**config.mk**
```make
export PLATFORM = sky130hd
export DESIGN_NAME = ddr2_bank_fsm
export DESIGN_NICKNAME = d
export VERILOG_FILES = /design/src/rtl/ddr2_pkg.sv /design/src/rtl/ddr2_bank_fsm.sv
export SDC_FILE = /design/constraint.sdc
export NUM_CORES = 1
export LEC_CHECK = 0
export CORE_AREA = 2 2 39 41
export DETAILED_ROUTE_END_ITERATION = 8
export DIE_AREA = 0 0 41 43
export HOLD_SLACK_MARGIN = 0.02
export PLACE_DENSITY = 0.48
export SLEW_MARGIN = 25
export SYNTH_ARGS = -nofsm -noshare
export SYNTH_HDL_FRONTEND = slang
export SYNTH_SLANG_ARGS = --single-unit
```
**constraint.sdc**
```tcl
create_clock -name clk -period 1.6 [get_ports clk]
set_input_delay 0.4 -clock clk [delete_from_list [all_inputs] [get_ports clk]]
set_output_delay 0.4 -clock clk [all_outputs]
set_load 0.01 [all_outputs]
```
**src/rtl/ddr2_pkg.sv**
```systemverilog
`default_nettype none
// ============================================================================
// Module  : ddr2_pkg
// Brief   : Shared command, error-code and bank-state encodings for the
//           DDR2 behavioural memory model.
// Revision: 1.0
// ============================================================================
package ddr2_pkg;

    // Encodings are {cs_n, ras_n, cas_n, we_n}
    typedef enum logic [3:0] {
        CMD_PRE = 4'b0010,
        CMD_ACT = 4'b0011,
        CMD_WR  = 4'b0100,
        CMD_RD  = 4'b0101,
        CMD_NOP = 4'b0111
    } cmd_e;

    typedef enum logic [2:0] {
        ERR_NONE     = 3'd0,
        ERR_ACT_OPEN = 3'd1,
        ERR_NOT_OPEN = 3'd2,
        ERR_BUSY     = 3'd3
    } err_e;

    typedef enum logic {
        BANK_IDLE   = 1'b0,
        BANK_ACTIVE = 1'b1
    } bank_state_e;

endpackage
`default_nettype wire

```
**src/rtl/ddr2_bank_fsm.sv**
```systemverilog
`default_nettype none
// ============================================================================
// Module  : ddr2_bank_fsm
// Brief   : Per-bank IDLE/ACTIVE tracker with open-row register.
// Revision: 1.0
// ============================================================================
module ddr2_bank_fsm
    import ddr2_pkg::*;
#(
    parameter int ROW_WIDTH = 4
) (
    input  logic                 clk,
    input  logic                 reset_n,
    input  logic                 i_act,
    input  logic                 i_pre,
    input  logic [ROW_WIDTH-1:0] i_row,
    output bank_state_e          o_state,
    output logic [ROW_WIDTH-1:0] o_open_row
);

    bank_state_e          r_state;
    logic [ROW_WIDTH-1:0] r_open_row;

    // Precharge wins so an auto-precharge close is never lost
    always_ff @(posedge clk) begin
        if (!reset_n) begin
            r_state    <= BANK_IDLE;
            r_open_row <= '0;
        end else if (i_pre) begin
            r_state    <= BANK_IDLE;
        end else if (i_act) begin
            r_state    <= BANK_ACTIVE;
            r_open_row <= i_row;
        end
    end

    assign o_state    = r_state;
    assign o_open_row = r_open_row;

endmodule
`default_nettype wire

```
# Word level (Yosys, flattened, before mapping)
# Cells that the tools add are included.
# classes
bitwise_logic,2
n_lt_le_gt_ge,0
add_sub_neg,0
reduce_logical,2
div_mod_pow,0
shift,0
muxes,0
n_eq_ne,0
n_mul,0
# ops
cell,count
1-bit NOT,2
2-bit AND reduction,1
2-bit OR reduction,1
# totals
word_cells,6
ff_bits,5
latchBits,0
rom_bits,0
output_inout_bits,5
inputBits,8
memories,0
mem_bits_rw,0

# Longest topological paths before layout
# depth
ltp_word,2
depth_mapped,3

# Least setup slack after synthesis
# No wires, ideal clock.
# synth_timing
path_type,input -> register
from,in i_act
to,"reg r_open_row[0], in the netlist o_open_row[0]"
slack_ns,0.699
required_time_ns,1.528
setup_ns,0.072
cell_stages,3
arrival_ns,0.830
cell_sequence,nor2b_1 clkbuf_2 mux2i_1
# synth_between
elab_chain_cells,1
# synth_lines
element,line,source
"start, declared",ddr2_bank_fsm.sv:14,"input logic i_act,"
2-bit AND reduction (no source line),n/a,
"end signal, assigned",ddr2_bank_fsm.sv:33,r_open_row <= i_row;
"end, declared",ddr2_bank_fsm.sv:22,logic [ROW_WIDTH-1:0] r_open_row;
# Every way passes these cells.
# A chain may end at the register's enable or synchronous reset.

# Final worst setup path
# layout_timing
from,"reg r_open_row[1], in the netlist o_open_row[1]"
to,out o_open_row[1]
# layout_rtl
element,line,source
"end, declared",ddr2_bank_fsm.sv:18,output logic [ROW_WIDTH-1:0] o_open_row
# No word-level cell between the ends.

==> summary by stage <==
Setup path
The number of buffers and inverters on the critical path is 1. On the critical path the largest part of the delay comes from buffers and inverters. In this run the critical register-to-register path is launched from o_open_row[1]. STA puts the critical path data required time at between 1000 and 1500 ps. Measured in cells, the most critical reg-to-reg path has a length of 2. The largest stage delay on the critical path is about 540 ps. Traced cell by cell, the critical path runs through clkdlybuf4s50_1. The setup path with the least slack is of type reg2out. The arrival time reported for the critical path endpoint is around 1100 ps. The worst register-to-register path has a setup slack of ~1000 ps. The critical path starts at o_open_row[1]. The worst setup path is launched from a flop. The type of destination of the critical path is an output port. For this design, the slowest cell found on the critical path is sky130_fd_sc_hd__clkdlybuf4s50_1. In this run the critical register-to-register path is captured at o_open_row[1]. The critical-path maximum fanout is 2.

Floorplan
The core region is about 0.0014 sq mm. The floorplan step defined a die boundary enclosing around 0.0018 sq mm. The floorplan has 14 rows. The height of the chip is 43 um. The effective utilization at floorplan is between 10 and 15%.

The boundary pin count is 13. Measured along the x axis, the die boundary spans about 41 um.

Clock network
The clock slew seen by the registers of the worst setup and hold paths is approximately 50 ps. The deepest level of the CTS H-tree is 1. The clock latency on the worst-skew pair is about 240 ps. The number of CTS-inserted buffers is 3.

The clock tree from TritonCTS is yes. Post-CTS timing repair inserted 0 buffers for setup. In this run, post-CTS repair resized a total of 0 instances. The maximum buffer depth of the clock tree is 2. The number of clock sinks is 5. The clock tree root driver cell is sky130_fd_sc_hd__clkbuf_4.

The hold-fix buffer count after cts is 0.

Min path
The startpoint identified for the worst hold timing path is o_open_row[3]. The worst hold path belongs to the class reg2reg. Counting instances, the worst hold path has a depth of 2. The endpoint of the worst hold-timing path is o_open_row[3].

Flow run
The tool flagged a number of max-cap violations equal to 0.

STA
Based on the critical path, the design can be clocked at up to between 600 and 700 MHz. Setup total negative slack on the finished layout was measured at 0 ps. Setup repair after global routing left no endpoint under its margin. Setup violations remaining at the end of the flow were counted as 0. The final hold violation count came to 0. Headroom to the max-slew limit came out at 79.5%. The share of the clock period used by the worst path is 93.9%. The clock period minus final worst setup slack is 1500 ps.

For the final database, setup skew stands at 0 ps. The final max-slew violation count was 0. At the pin with the least slew margin, the transition time is slightly above 300 ps.

Final layout
The number of inserted diodes is 0. The layout overhead on the synthesized area is 82.9%. Leaving out filler cells and counting taps, the final layout contains 53. At the end of the flow, the number of nets in the layout was 46. The number of fill cells is between 100 and 150. The proportion of layout cells with a drive suffix above 1 is around 11%. Summing all non-filler instances in the final layout gives an area of between 300 and 400 sq um.

Power
Across the VDD grid, the largest voltage drop is ~0.00034 V. Power comes to about 330 uW. The static leakage power is between 0.1 and 0.15 nW. The total power per unit cell area is slightly above 900 mW/mm^2.

GRT
The remaining global-route overflow is 0. The global-route wire length before repair is between 700 and 800 um. The initial antenna violation count is 0.

Global routing used 7.73% of the available tracks. The maximum number of pins on one net before global-route repair is 10. The number of global-route vias before repair is 198.

Placed design
The number of placed cells counting well taps is a little under 50. The final weighted congestion in routability-driven placement is around 0.63. The total placed instance area is about 340 sq um. In this run the tool buffered the top-level ports with 12 buffer cells. Detailed placement ended at an HPWL of between 300 and 400 um.

Synthesis
The post-synthesis cell area is just under 200 sq um. The share of the Yosys chip area taken by registers is 50.6%. The number of nets in the synthesized netlist is 30. Each instance of the synthesized netlist takes up on average approximately 9.0 sq um. Synthesis produced 22 cells.

After synthesis the netlist holds a flip-flop and latch count of 5. The number of synthesis warnings is 0. The number of different library cells used by synthesis comes to 8.

Drt
The overall via count from detail_route is slightly below 200. The final wirelength is ~500 um. After detailed routing, the number of remaining DRC violations is 0. After detailed routing, the number of vias per cell comes to approximately 3.7. The number of nets with antenna violations after detailed routing is 0. The detailed-router iteration count before antenna repair is 2.

The wire length per cell after detailed routing is 9.40 um. After the first detailed-routing iteration, the DRC count stood at 3.

Status
The run finished with clean final reports.
[per-stage QoR]
stage / setup WS [ps] / utilization (%) / hold slack [ps]
3_5_place_dp: 134 / 24.2 / 455
6_report: 97.4 / 26.1 / 454
5_1_grt: 22.4 / 26.1 / 473
3_3_place_gp: 213 / 24.2 / 442
4_1_cts: 76.1 / 26.1 / 461
2_1_floorplan: 699 / - / 476
[kinds of logic after synthesis]
kind of cell | count (synthesis) | share of synthesized area [%]
buffers and inverters | 2 | 5.06
DFF | 5 | 50.6
muxes | 4 | 20.3
and+or+nand+nor | 11 | 24.1
[synth_stat cells]
library cell               number  area share, %
sky130_fd_sc_hd__nor3b_1        1            3.8
sky130_fd_sc_hd__dfxtp_1        5             51
sky130_fd_sc_hd__mux2i_1        4             20
sky130_fd_sc_hd__clkbuf_2       1            2.5
sky130_fd_sc_hd__nor2b_1        1            3.2
sky130_fd_sc_hd__buf_2          1            2.5
sky130_fd_sc_hd__nand2_1        8             15
sky130_fd_sc_hd__nor2_1         1            1.9
[per-layer routing]
layer / vias up / share of wire, % / track usage (%)
li1: 99 / - / -
met2: 10 / 47 / 10.3
met1: 86 / 41 / 5.79
met3: 0 / 12 / 10.5
met5: - / 0 / 0
met4: 0 / 0 / 4.00
[how the worst max path moves through the flow]
stage               slack (ps)  cells after the start            end
floorplan                  700                      3  o_open_row[0]
global placement           210                      4  o_open_row[1]
detailed placement         130                      4  o_open_row[2]
CTS                         80                      1  o_open_row[1]
global route                20                      1  o_open_row[2]
finish                     100                      1  o_open_row[1]
[where the power goes]
group / switching, mW / internal [mW]
combinational: 0.0178 / 0.0333
sequential: 0.00267 / 0.131
clock: 0.0506 / 0.0942
[state kept, by name (all words and copies together) (netlist names)]
name,count
o_open_row,4
o_state,1
[layout make-up]
cell class,count,area [sq um],area share (%)
timing repair buffer,13,128,35.3
sequential,5,100,27.7
multi-input combinational,15,87.6,24.2
clock buffer,4,26.3,7.27
tap,16,20.0,5.54
[cells in the final DEF, fill, tap and decap left out, drive strengths merged]
cell type	instances
nor2b	1
buf	1
clkdlybuf4s50	12
nand2	8
nor3b	1
mux2i	4
dfxtp	5
clkbuf	4
nor2	1
Note: power is estimated with default switching activity, not from simulation.
